### src/rtl/regfile_pkg.sv
// Shared constants and types for the register-file writeback path.
// A writeback request is the destination register plus the value to store.
package regfile_pkg;

  localparam int XLEN = 32;
  localparam int AW   = 5;
  localparam int NREG = 2 ** AW;

  typedef struct packed {
    logic [AW-1:0]   addr;
    logic [XLEN-1:0] data;
  } wb_req_t;

  function automatic logic [NREG-1:0] reg_onehot(input logic [AW-1:0] addr);
    reg_onehot       = '0;
    reg_onehot[addr] = 1'b1;
  endfunction

endpackage

### src/rtl/wb_slot.sv
// One-entry holding buffer for a writeback requester.
// When push and pop happen on the same edge, the slot is refilled and stays full.
module wb_slot
  import regfile_pkg::*;
(
  input  logic    clk,
  input  logic    rst_n,
  input  logic    push,
  input  logic    pop,
  input  wb_req_t din,
  output logic    full,
  output wb_req_t dout
);

  logic    full_q;
  wb_req_t data_q;

  always_ff @(posedge clk or negedge rst_n) begin
    if (!rst_n) begin
      full_q <= 1'b0;
      data_q <= '0;
    end else if (push) begin
      full_q <= 1'b1;
      data_q <= din;
    end else if (pop) begin
      full_q <= 1'b0;
    end
  end

  assign full = full_q;
  assign dout = data_q;

endmodule

### src/rtl/regfile_wb_arbiter.sv
// Two-port writeback arbiter for the register file. Oldest held entry wins,
// so same-register writes retire in arrival order.
module regfile_wb_arbiter
  import regfile_pkg::*;
(
  input  logic            clk,
  input  logic            rst_n,
  input  logic            wb0_valid,
  output logic            wb0_ready,
  input  logic [AW-1:0]   wb0_addr,
  input  logic [XLEN-1:0] wb0_data,
  input  logic            wb1_valid,
  output logic            wb1_ready,
  input  logic [AW-1:0]   wb1_addr,
  input  logic [XLEN-1:0] wb1_data,
  output logic            write_en,
  output logic [AW-1:0]   write_addr,
  output logic [XLEN-1:0] write_data,
  output logic [NREG-1:0] pending_mask
);

  logic            full0, full1;
  logic            grant0, grant1;
  logic            push0, push1;
  logic            keep0, keep1;
  logic            age_q, age_d;
  wb_req_t         din0, din1, dout0, dout1;
  logic            we_q;
  logic [AW-1:0]   waddr_q;
  logic [XLEN-1:0] wdata_q;
  logic [NREG-1:0] mask_d;

  // age_q=1 means slot 1 holds the older entry.
  assign grant0 = full0 & (~full1 | ~age_q);
  assign grant1 = full1 & (~full0 | age_q);

  assign wb0_ready = ~full0 | grant0;
  assign wb1_ready = ~full1 | grant1;

  assign push0 = wb0_valid & wb0_ready & (wb0_addr != '0);
  assign push1 = wb1_valid & wb1_ready & (wb1_addr != '0);

  assign din0 = '{addr: wb0_addr, data: wb0_data};
  assign din1 = '{addr: wb1_addr, data: wb1_data};

  assign keep0 = full0 & ~grant0;
  assign keep1 = full1 & ~grant1;

  wb_slot u_slot0 (
    .clk  (clk),
    .rst_n(rst_n),
    .push (push0),
    .pop  (grant0),
    .din  (din0),
    .full (full0),
    .dout (dout0)
  );

  wb_slot u_slot1 (
    .clk  (clk),
    .rst_n(rst_n),
    .push (push1),
    .pop  (grant1),
    .din  (din1),
    .full (full1),
    .dout (dout1)
  );

  // A newly filled slot is always younger than an entry that survives the edge.
  always_comb begin
    age_d = age_q;
    if (push0 && push1) begin
      age_d = 1'b0;
    end else if (push0 && keep1) begin
      age_d = 1'b1;
    end else if (push1 && keep0) begin
      age_d = 1'b0;
    end
  end

  always_ff @(posedge clk or negedge rst_n) begin
    if (!rst_n) begin
      age_q   <= 1'b0;
      we_q    <= 1'b0;
      waddr_q <= '0;
      wdata_q <= '0;
    end else begin
      age_q <= age_d;
      we_q  <= grant0 | grant1;
      if (grant0) begin
        waddr_q <= dout0.addr;
        wdata_q <= dout0.data;
      end else if (grant1) begin
        waddr_q <= dout1.addr;
        wdata_q <= dout1.data;
      end
    end
  end

  always_comb begin
    mask_d = '0;
    if (full0) mask_d = mask_d | reg_onehot(dout0.addr);
    if (full1) mask_d = mask_d | reg_onehot(dout1.addr);
    if (we_q)  mask_d = mask_d | reg_onehot(waddr_q);
  end

  assign write_en     = we_q;
  assign write_addr   = waddr_q;
  assign write_data   = wdata_q;
  assign pending_mask = mask_d;

endmodule

### config.mk
export PLATFORM = sky130hd
export DESIGN_NAME = regfile_wb_arbiter
export DESIGN_NICKNAME = d
export VERILOG_FILES = /design/src/rtl/regfile_pkg.sv /design/src/rtl/wb_slot.sv /design/src/rtl/regfile_wb_arbiter.sv
export SDC_FILE = /design/constraint.sdc
export NUM_CORES = 1
export LEC_CHECK = 0
export ABC_AREA = 1
export CORE_UTILIZATION = 35
export CTS_BUF_LIST = sky130_fd_sc_hd__clkbuf_4
export DETAILED_ROUTE_END_ITERATION = 7
export GPL_ROUTABILITY_DRIVEN = 1
export GPL_TIMING_DRIVEN = 0
export PLACE_DENSITY_LB_ADDON = 0.05
export SYNTH_ARGS = -nofsm -noshare
export SYNTH_HDL_FRONTEND = slang
export SYNTH_HIERARCHICAL = 1
export SYNTH_SLANG_ARGS = --single-unit
### constraint.sdc
create_clock -name clk -period 3.5 [get_ports clk]
set_input_delay 0.35 -clock clk [delete_from_list [all_inputs] [get_ports clk]]
set_output_delay 0.35 -clock clk [all_outputs]
set_load 0.02 [all_outputs]
After elaboration in Yosys (flattened, before gate mapping)
Cells that the tools add are included.
{"block": "op_classes", "order_cmp": 6, "muxes": 20, "bitwise": 20, "reduce_logical": 12}
{"cell": "2-to-1 mux 32 bit", "count": 5}
{"cell": "bitwise OR 32 bit", "count": 2}
{"cell": "less-than comparator 5 x 6 -> 1 bit (second input constant)", "count": 3}
{"cell": "demux 1 bit (select 5 bit)", "count": 3}
{"cell": "greater-or-equal comparator 5 x 1 -> 1 bit (second input constant)", "count": 3}
{"cell": "2-to-1 mux 1 bit", "count": 10}
{"cell": "2-to-1 mux 5 bit", "count": 2}
{"cell": "nonzero test 5 bit", "count": 2}
{"cell": "AND 1 bit", "count": 8}
{"cell": "logical AND 1 bit", "count": 6}
{"cell": "nonzero test 2 bit", "count": 3}
{"cell": "NOT 1 bit", "count": 5}
{"cell": "bitwise OR 1 bit", "count": 5}
{"cell": "nonzero test 3 bit", "count": 1}
{"block": "word_totals", "reg_bits": 115, "input_bits": 78, "output_inout_bits": 72, "wordCells": 68}

Longest topological paths before layout
Gate-level depths: netlist of the first run.
{"block": "logic_depth", "word_depth": 10, "depth_mapped": 10, "ltp_nobuf": 8}

By module
Netlist of the first run, hierarchy kept.
{"module": "wb_slot", "n_inst": 2, "cells_per_inst": 161, "area_each_um2": 1473.9, "seq_area_each_um2": 950.9}
{"module": "regfile_wb_arbiter", "n_inst": 1, "cells_per_inst": 398, "area_each_um2": 2612.5, "seq_area_each_um2": 975.9}

Worst setup path before layout of the first run
Ideal clock, no wire load.
{"block": "synth_timing", "path_type": "reg-to-output", "start": "register waddr_q[1], in the netlist write_addr[1]", "end": "output pending_mask[10]", "arrival_ns": 1.358, "required_time_ns": 3.150, "path_slack_ns": 1.792, "stages_incl_launch_ff": 5, "path_buffers": 0, "cell_sequence": "dfrtp_1 -> inv_1 -> nor3_1 -> nand2_1 -> nand3_1"}
{"block": "synth_via", "elab_chain_len": 6, "elab_cells_between_ends": 7, "cone_classes": "order compare (2); mux (3); bitwise (1); reduce/logical (1)"}
{"item": "from (decl)", "line_no": "regfile_wb_arbiter.sv:29", "rtl": "logic [AW-1:0] waddr_q;"}
{"item": "from (signal assigned)", "line_no": "regfile_wb_arbiter.sv:91", "rtl": "waddr_q <= dout0.addr;"}
{"item": "from (signal assigned)", "line_no": "regfile_wb_arbiter.sv:94", "rtl": "waddr_q <= dout1.addr;"}
{"item": "less-than comparator 5 x 6 -> 1 bit (implied by the code) / greater-or-equal comparator 5 x 1 -> 1 bit (equally long branches)", "line_no": "regfile_pkg.sv:16", "rtl": "reg_onehot[addr] = 1'b1;"}
{"item": "logical AND 1 bit (implied by the code)", "line_no": "regfile_pkg.sv:16"}
{"item": "2-to-1 mux 1 bit (implied by the code)", "line_no": "regfile_pkg.sv:16"}
{"item": "demux 1 bit (select 5 bit) *", "line_no": "regfile_pkg.sv:16"}
{"item": "bitwise OR 32 bit *", "line_no": "regfile_wb_arbiter.sv:104", "rtl": "if (we_q) mask_d = mask_d | reg_onehot(waddr_q);"}
{"item": "2-to-1 mux 32 bit *", "line_no": "regfile_wb_arbiter.sv:104"}
{"item": "to (decl)", "line_no": "regfile_wb_arbiter.sv:19", "rtl": "output logic [NREG-1:0] pending_mask"}
Every way passes the cells marked *; elsewhere a longest branch is shown, timed or not.

Final worst setup path of the first run
{"block": "layout_timing", "start": "register waddr_q[0], in the netlist write_addr[0]", "end": "output pending_mask[0]"}
Same word-level chain as after synthesis.

==> reports/qor.csv, run 1 <==
metric;value;unit
crit_arrival;2.84;ns
drc_errors;0;
htree_levels;4;
endpoint_kind;primary output;
drtAntennaViolNets;0;
dp_cells;1081;
finClkSkew;0.0121;ns
nets;968;
final_hold_viol_count;0;
yosysUniqueCellTypes;21;
synth_area;5560;sq um
viasPerCell;4.72;
drtIter0Drc;368;
cp-startpoint;write_addr[0];
slowest_stage;nor3_1;
post_cts.repair.setup_buffers;0;
die_h;128;microns
syn_avg_cell_area;7.72;sq um
leakagePower;3.81;nW
required;3.15;ns
placed_area;7340;sq um
synth_seq_area_share;51.8;%
place_ws;0.948;ns
synthCells;720;
fin_area;7660;sq um
cts_tree;built;
max-slew-margin-rel;18.2;%
finalWirelength;16.6;mm
die_w;128;microns
place_congestion;0.865;
outcome;finished, final reports clean;
hpwlAfterDp;12.2;mm
port_buffers;149;
netlist.area_leader.share;51.8;%
setup_ws;0.312;ns
grt_pass1_vias;5125;
nFillCells;1504;
cp.depth;4;
setup_viol;0;
startpoint_type;register;
grt_setup_unrepaired;false;
maxCapViolCount;0;
ys_seq_elements;115;
grt_pass1_wl;26.5;mm
cts_buffer_depth;2;
path_cells;nor3_1 -> nand2_1 -> nand3_1 -> clkdlybuf4s50_1;
reg2reg_depth;9;
ctsHoldBuffers;1;
rows;45;
worstHoldPathType;input pin to asynchronous set/reset pin;
powerDensity;862;nW/um^2
clk_pin_slew;0.10;ns
crit_end;pending_mask[0];
crit_fanout;8;
rr_endpoint;u_slot0/dout[10];
fin_crit_sh;91.1;%
clock_latency;0.52;ns
grt_use_total;21.5;%
clock_sinks;115;
slowest_delay;0.99;ns
yosysTopAreaCell;dfrtp_1;
fin_cells;1115;
layout-drive-gt1-share;7.87;%
fin_crit;3.19;ns
start_util;36.2;%
numCtsBuffers;17;
num_vias;5265;
tightest_slew;1.22;ns
critPathBufInv;1;
dieArea;16400;sq um
final_common_cell;nand2_1;
wl_per_cell;14.9;microns
core;15400;sq um
worstSetupPathType;register to primary output;
grt.overflow.total;0;
ys_warn_count;6;
clock-root-buffer;clkbuf_4;
peakVddDrop;0.000324;V
max_freq;314;MHz
critPathTopFamily;simple AND/OR/NAND/NOR gates;
ios;150;
ctsResizeCount;0;
slew_violations;0;
grt_max_degree;79;
antenna_found_initial;1;
yosys-top-cells-area;dfrtp_1 (52%), nand2_1 (28%), nand3_1 (6.3%), inv_1 (2.3%), buf_6 (1.8%);
synth_nets;798;
area_growth;37.8;%
mostFrequentLayoutCells;nand2_1 (422), clkdlybuf4s50_1 (148), dfrtp_1 (115);
r2r_start;u_slot0/full;
first_pass_iters;6;
reg2reg_slack;1.86;ns
[routing by layer]
metal,GRT usage [%],share of wire (%)
met5,0,0
met4,9.20,2.4
met3,4.88,6.1
met2,36.5,49
met1,26.1,43
[worst min path at each step]
stage / from / to / slack [ns]
after global placement: u_slot1/dout[16] / u_slot1/dout[16] / 0.46
final: rst_n / u_slot1/dout[22] / 0.28
after detailed placement: rst_n / u_slot1/dout[22] / 0.28
after global routing: rst_n / u_slot1/dout[22] / 0.27
after CTS: rst_n / u_slot1/dout[22] / 0.24
after floorplan: rst_n / age_q / 0.05
[cell usage after synthesis]
| cell type | n |
|---|---|
| nor3_1 | 17 |
| buf_8 | 6 |
| a21oi_4 | 2 |
| nor3_4 | 1 |
| nor2_1 | 10 |
| nand3_1 | 70 |
| or2_2 | 1 |
| inv_4 | 1 |
| inv_2 | 3 |
| inv_1 | 34 |
| nand3_2 | 4 |
| o221ai_1 | 9 |
| nand2_4 | 1 |
| a21oi_1 | 1 |
| o22ai_1 | 1 |
| dfrtp_1 | 115 |
| buf_6 | 9 |
| nor3_2 | 3 |
| buf_4 | 5 |
| nand2_1 | 422 |
| buf_2 | 5 |
[registers in the layout (all words and copies together), names as in the netlist]
signal	flops
u_slot1/dout	37
write_data	32
write_en	1
age_q	1
write_addr	5
u_slot1/full	1
u_slot0/full	1
u_slot0/dout	37
[metrics by stage]
stage	setup TNS (ns)	total power (W)	utilization, %	hold WS [ns]
2_1_floorplan	0	0.00422	-	0.0544
3_3_place_gp	-270.01	0.00556	47.6	0.455
3_5_place_dp	0	0.00561	47.8	0.281
4_1_cts	0	0.00670	49.8	0.242
5_1_grt	0	0.00711	49.8	0.265
6_report	0	0.00660	49.8	0.282
[final cells by class]
type | count | area, sq um | share of cell area (%)
Antenna cell | 2 | 5.00 | 0.0653
Multi-Input combinational cell | 542 | 2280 | 29.8
Tap cell | 211 | 264 | 3.45
Clock inverter | 13 | 166 | 2.17
Buffer | 25 | 254 | 3.32
Clock buffer | 18 | 135 | 1.76
Timing Repair Buffer | 151 | 1530 | 20.0
Inverter | 38 | 145 | 1.89
Sequential cell | 115 | 2880 | 37.6
[logic make-up after synthesis]
kind of cell,after synthesis,share of synthesized area [%]
buffers and inverters,63,7.18
flip-flops,115,51.8
AND/OR/NAND/NOR,529,38.9
AO/OA/AOI/OAI,13,2.21
[worst reg2reg max path: cells and delay by family (launching register included)]
family                 cells  cell delay, ns
and+or+nand+nor            5            0.52
DFF                        1            0.55
buffers and inverters      4            0.47
[report_power, final]
part / switching (W) / internal, W / total (W) / leakage, nW
combinational: 0.00194 / 0.00130 / 0.00324 / 2.24
clock: 0.000498 / 0.000558 / 0.00106 / 0.160
sequential: 0.000405 / 0.00190 / 0.00230 / 1.41
(Power assumes the default switching activity.)
==> run 2: changes to the inputs <==
Settings changed: CORE_MARGIN set to 3.
==> reports/qor.csv, run 2 (synthesis results as in run 1) <==
metric;value;unit;change
setup_viol;0;;unchanged
fin_crit;3.20;ns;+0.0152 ns
die_h;132;microns;+3.1%
peakVddDrop;0.000384;V;+18%
port_buffers;149;;unchanged
layout-drive-gt1-share;8.19;%;+0.32 points
clock_latency;0.51;ns;about the same
register_area;2880;sq um;unchanged
final_common_cell;nand2_1;;
crit_fanout;8;;unchanged
grt_pass1_vias;5383;;+5.0%
numCtsBuffers;17;;unchanged
grt_max_degree;65;;-18%
drtIter0Drc;267;;-27%
first_pass_iters;5;;-1
leakagePower;3.81;nW;+0.14%
max-slew-margin-rel;18.2;%;+0.034 points
nFillCells;1545;;+2.7%
slowest_stage;nor3_1;;
clk_pin_slew;0.11;ns;about the same
cts_buffer_depth;2;;unchanged
placed_area;7340;sq um;unchanged
grt.overflow.total;0;;unchanged
max_freq;312;MHz;-0.47%
dieArea;17400;sq um;+6.3%
antenna_found_initial;0;;-1
viasPerCell;4.69;;-0.58%
required;3.15;ns;about the same
wl_per_cell;14.9;microns;+0.36%
grt_pass1_wl;27.0;mm;+1.9%
nets;968;;unchanged
grt_use_total;19.3;%;-2.1 points
startpoint_type;register;;
grt_setup_unrepaired;false;;
fin_crit_sh;91.5;%;+0.43 points
die_w;132;microns;+3.1%
hpwlAfterDp;12.2;mm;+0.12%
clock-root-buffer;clkbuf_4;;
mostFrequentLayoutCells;nand2_1 (422), clkdlybuf4s50_1 (148), dfrtp_1 (115);;
num_vias;5230;;-0.66%
worstSetupPathType;register to primary output;;
start_util;36.2;%;unchanged
critPathTopFamily;simple AND/OR/NAND/NOR gates;;
slowest_delay;0.99;ns;about the same
fin_cells;1114;;-0.090%
finalWirelength;16.6;mm;+0.27%
multi_input_area;2280;sq um;unchanged
powerDensity;866;nW/um^2;+0.51%
post_cts.repair.setup_buffers;0;;unchanged
critPathBufInv;1;;unchanged
cts_tree;built;;
rows;45;;unchanged
place_congestion;0.881;;+1.8%
ios;150;;unchanged
crit_arrival;2.85;ns;about the same
antenna_cells;0;;-2
slew_violations;0;;unchanged
area_growth;38.1;%;
htree_levels;4;;unchanged
fin_area;7680;sq um;+0.21%
path_cells;nor3_1 -> nand2_1 -> nand3_1 -> clkdlybuf4s50_1;;
total_power;0.00665;W;+0.72%
clock_sinks;115;;unchanged
dp_cells;1081;;unchanged
outcome;finished, final reports clean;;
tightest_slew;1.22;ns;-0.000509 ns
maxCapViolCount;0;;unchanged
final.setup.tns;0;ns;unchanged
drc_errors;0;;unchanged
drtAntennaViolNets;0;;unchanged
endpoint_kind;primary output;;
finClkSkew;0.0133;ns;+0.00125 ns
core;15400;sq um;unchanged
worstHoldPathType;input pin to asynchronous set/reset pin;;
final_hold_viol_count;0;;unchanged
final_util;49.9;%;+0.11 points
[run 2: cell types whose count changed in the layout (fill, tap and decap cells not counted)]
| cell | before | now |
|---|---|---|
| clkinv_2 | 4 | 3 |
| clkinv_4 | 0 | 3 |
| clkinv_1 | 3 | 1 |
| diode_2 | 2 | 0 |
| clkinvlp_4 | 2 | 3 |
[run 2: metal layers]
metal | vias to the layer above | part of all wire (%) | global-route usage (%)
li1 | 2600 | - | -
met1 | 2455 | 44 | 24.1
met2 | 152 | 50 | 32.9
met3 | 23 | 4.4 | 4.81
met4 | 0 | 1.4 | 6.42
met5 | - | 0 | 0
[run 2: layout make-up]
type | count | share of cell area (%)
Timing Repair Buffer | 151 | 19.9
Clock buffer | 18 | 1.76
Sequential cell | 115 | 37.5
Clock inverter | 14 | 2.44
Tap cell | 211 | 3.44
Buffer | 25 | 3.31
Multi-Input combinational cell | 542 | 29.7
Inverter | 38 | 1.89
[run 2: final timing paths]
kind	from	end	slack [ns]	cells after the start
worst max-delay path	write_addr[0]	pending_mask[24]	0.30	4
min in group clk	wb1_data[26]	u_slot1/dout[26]	0.36	3
worst max register to register	age_q	u_slot1/dout[15]	1.85	8
worst min register to register	u_slot1/dout[5]	u_slot1/dout[5]	0.48	2
worst min-delay path	rst_n	write_data[0]	0.33	2
max in group asynchronous	rst_n	u_slot1/dout[14]	2.48	3
[run 2: metrics by stage]
| stage | hold WS, ns | worst slack [ns] |
|---|---|---|
| 2_1_floorplan | 0.0544 | 1.79 |
| 3_3_place_gp | 0.454 | -2.42 |
| 3_5_place_dp | 0.336 | 0.927 |
| 4_1_cts | 0.302 | 0.333 |
| 5_1_grt | 0.294 | 0.135 |
| 6_report | 0.334 | 0.297 |
[run 2: power by group]
part | total (W) | internal [W] | switching [W]
Combinational | 0.00325 | 0.00130 | 0.00194
Clock | 0.00109 | 0.000571 | 0.000520
Sequential | 0.00231 | 0.00190 | 0.000415
[run 2: repair_timing]
| item | in CTS | in global routing |
|---|---|---|
| hold endpoints to repair | 51 | 0 |
| hold buffers | 1 | 0 |
| endpoints found under the setup margin | 0 | 0 |
| gates resized for setup | 0 | 0 |
[run 2: worst register-to-register path: stages, from the launching register on]
cell and delay, ns:
dfrtp_1 0.48, inv_1 0.12, nand3_1 0.15, nand2_1 0.08, nor2_1 0.22, buf_4 0.27, buf_8 0.17, nand2_1 0.06
nand2_1 0.06
==> RTL edit: new RTL, config.mk and constraints of run 1 <==
`AW`: 5 -> 3.
--- a/src/rtl/regfile_pkg.sv
+++ b/src/rtl/regfile_pkg.sv
@@ -4,5 +4,5 @@
 
   localparam int XLEN = 32;
-  localparam int AW   = 5;
+  localparam int AW   = 3;
   localparam int NREG = 2 ** AW;
 
Interface: changed (resized pending_mask, wb0_addr, wb1_addr and write_addr); port bits go from 150 to 120. The function was not compared with the original's and may differ.
==> RTL edit against run 1 <==
- synthesized cell count is 22% lower
- count of clock-buffer cells in the layout down 9
- sequential share of layout area rose by 5.3 points
- routed wire length decreased by 27%
- first-iteration DRC count fell by 44%
- sequential cell count shrank 6
- synthesized area is 13% lower
- worst hold slack improved by 0.097 ns
- total power shrank 20%
- design area is 17% lower
- setup slack better by 0.68 ns
==> RTL edit: results (changes against run 1) <==
Detailed routing
  – Drt total wl: 12100 µm (-27%)
  – Starting DRC count in detailed routing: 207 (-44%)
  – First-pass detailed-route iteration total: 4 (-2)

Hold path
  – HP Start: wb0_data[28]
  – Classification of the worst-slack hold path: input pin to flop

Yosys
  – Number of nets produced by synthesis: 636 (-20%)
  – Compound-cell area share of the yosys netlist: 1.66% (-0.54 points)
  – Library cells used by synthesis: 23 (+9.5%)
  – Flip-flop cell with the highest count after synthesis: sky130_fd_sc_hd__dfrtp_1
  – Leading cell types by total area after synthesis: sky130_fd_sc_hd__dfrtp_1 57%, sky130_fd_sc_hd__nand2_1 25%, sky130_fd_sc_hd__nand3_1 4.1%
  – Most frequent cells after synthesis: 316 x sky130_fd_sc_hd__nand2_1, 109 x sky130_fd_sc_hd__dfrtp_1, 39 x sky130_fd_sc_hd__nand3_1
  – Sequential fraction of the synthesis area: 56.7% (+4.9 points)
  – Synth Area in Adders: 0% (unchanged)

Setup path
  – Slack of the worst reg-to-reg path: 1.97 ns (+0.11 ns)
  – Cell family with most CP delay: buffers and inverters
  – Crit path DAT: 2.15 ns (-0.69 ns)
  – Cell with the largest stage delay on the worst path: sky130_fd_sc_hd__clkdlybuf4s50_1
  – Worst stage delay on the critical path: 0.63 ns (-0.36 ns)
  – Capturing point of the worst reg2reg path: u_slot1/dout[16]$_DFFE_PN0P_
  – Worst setup startpoint: u_slot0/full$_DFFE_PN0P_

Timing
  – Worst hold slack: 0.379 ns (+0.0966 ns)
  – Fin Clk Skew: 0.0233 ns (+0.0112 ns)
  – Max-slew headroom: 45.2% (+27 points)

Global route
  – Met1 usage in global routing: 25.4% (-0.74 points)
  – Met2 routing resource usage after global routing: 27.1% (-9.4 points)
  – Global routing usage on met3: 3.83% (-1.1 points)
  – Largest net degree at the start of global routing: 62 (-22%)
  – Global routing usage summed across all routing layers: 18.1% (-3.4 points)
  – Number of global-route vias before repair: 3868 (-25%)
  – First-pass GRT wire length: 19600 µm (-26%)

Clock network
  – Reg clk slew, reported paths: 0.17 ns (+0.07 ns)
  – Number of H-tree branching levels: 3 (-1)
  – Quantity of gates resized following cts: 0 (unchanged)
  – Worst skew pair latency: 0.48 ns (-0.04 ns)
  – CTS Buf Count: 9 (-8)
  – CTS hold repair buffers: 1 (unchanged)

Power and ir drop
  – Largest vdd supply drop: 0.000297 V (-8.4%)
  – Leakage component of the power: 3.18 nW (-17%)

Place
  – Final estimated routing congestion in global placement: 0.856 (-1.1%)
  – Placed cell area: 6250 µm² (-15%)
  – HPWL Detailed: 8270 µm (-32%)
  – Port buffer count: 119 (-20%)

Outcome
  – Outcome: completed

Final layout
  – Number of nets in the layout: 768 (-21%)
  – Fraction of layout instances using a drive strength above 1: 10.2% (+2.3 points)
[RTL edit: cell types whose count changed after synthesis, sizes merged, moves of 4 or more]
cell / delta
o211ai: +4
nand4: +6
dfrtp: -6
nor3: -21
inv: -14
nand3: -34
o221ai: -5
nand2: -85
[RTL edit: routing by layer]
layer / vias up / share of wire, %
met5: - / 0
met4: 0 / 1.6
met3: 14 / 5.1
met2: 115 / 44
met1: 1856 / 49
li1: 2007 / -
[RTL edit: metrics by stage]
stage	worst slack, ns	std cells
final	0.996	876
after CTS	0.970	875
after global placement	-2.20	857
after floorplan	2.05	562
after global routing	0.871	876
after detailed placement	1.52	858
[RTL edit: where the power goes]
part	internal, mW	switching, mW
sequential	1.79	0.340
clock	0.142	0.418
combinational	1.13	1.49
[RTL edit: final cells by class]
class,instances,area [µm²]
fill,1390,6980
sequential,109,2730
multi-input combinational,404,1720
timing repair buffer,121,1230
buffer,25,258
tap,176,220
inverter,24,110
clock buffer,9,67.6
clock inverter,7,40.0
antenna,1,2.50
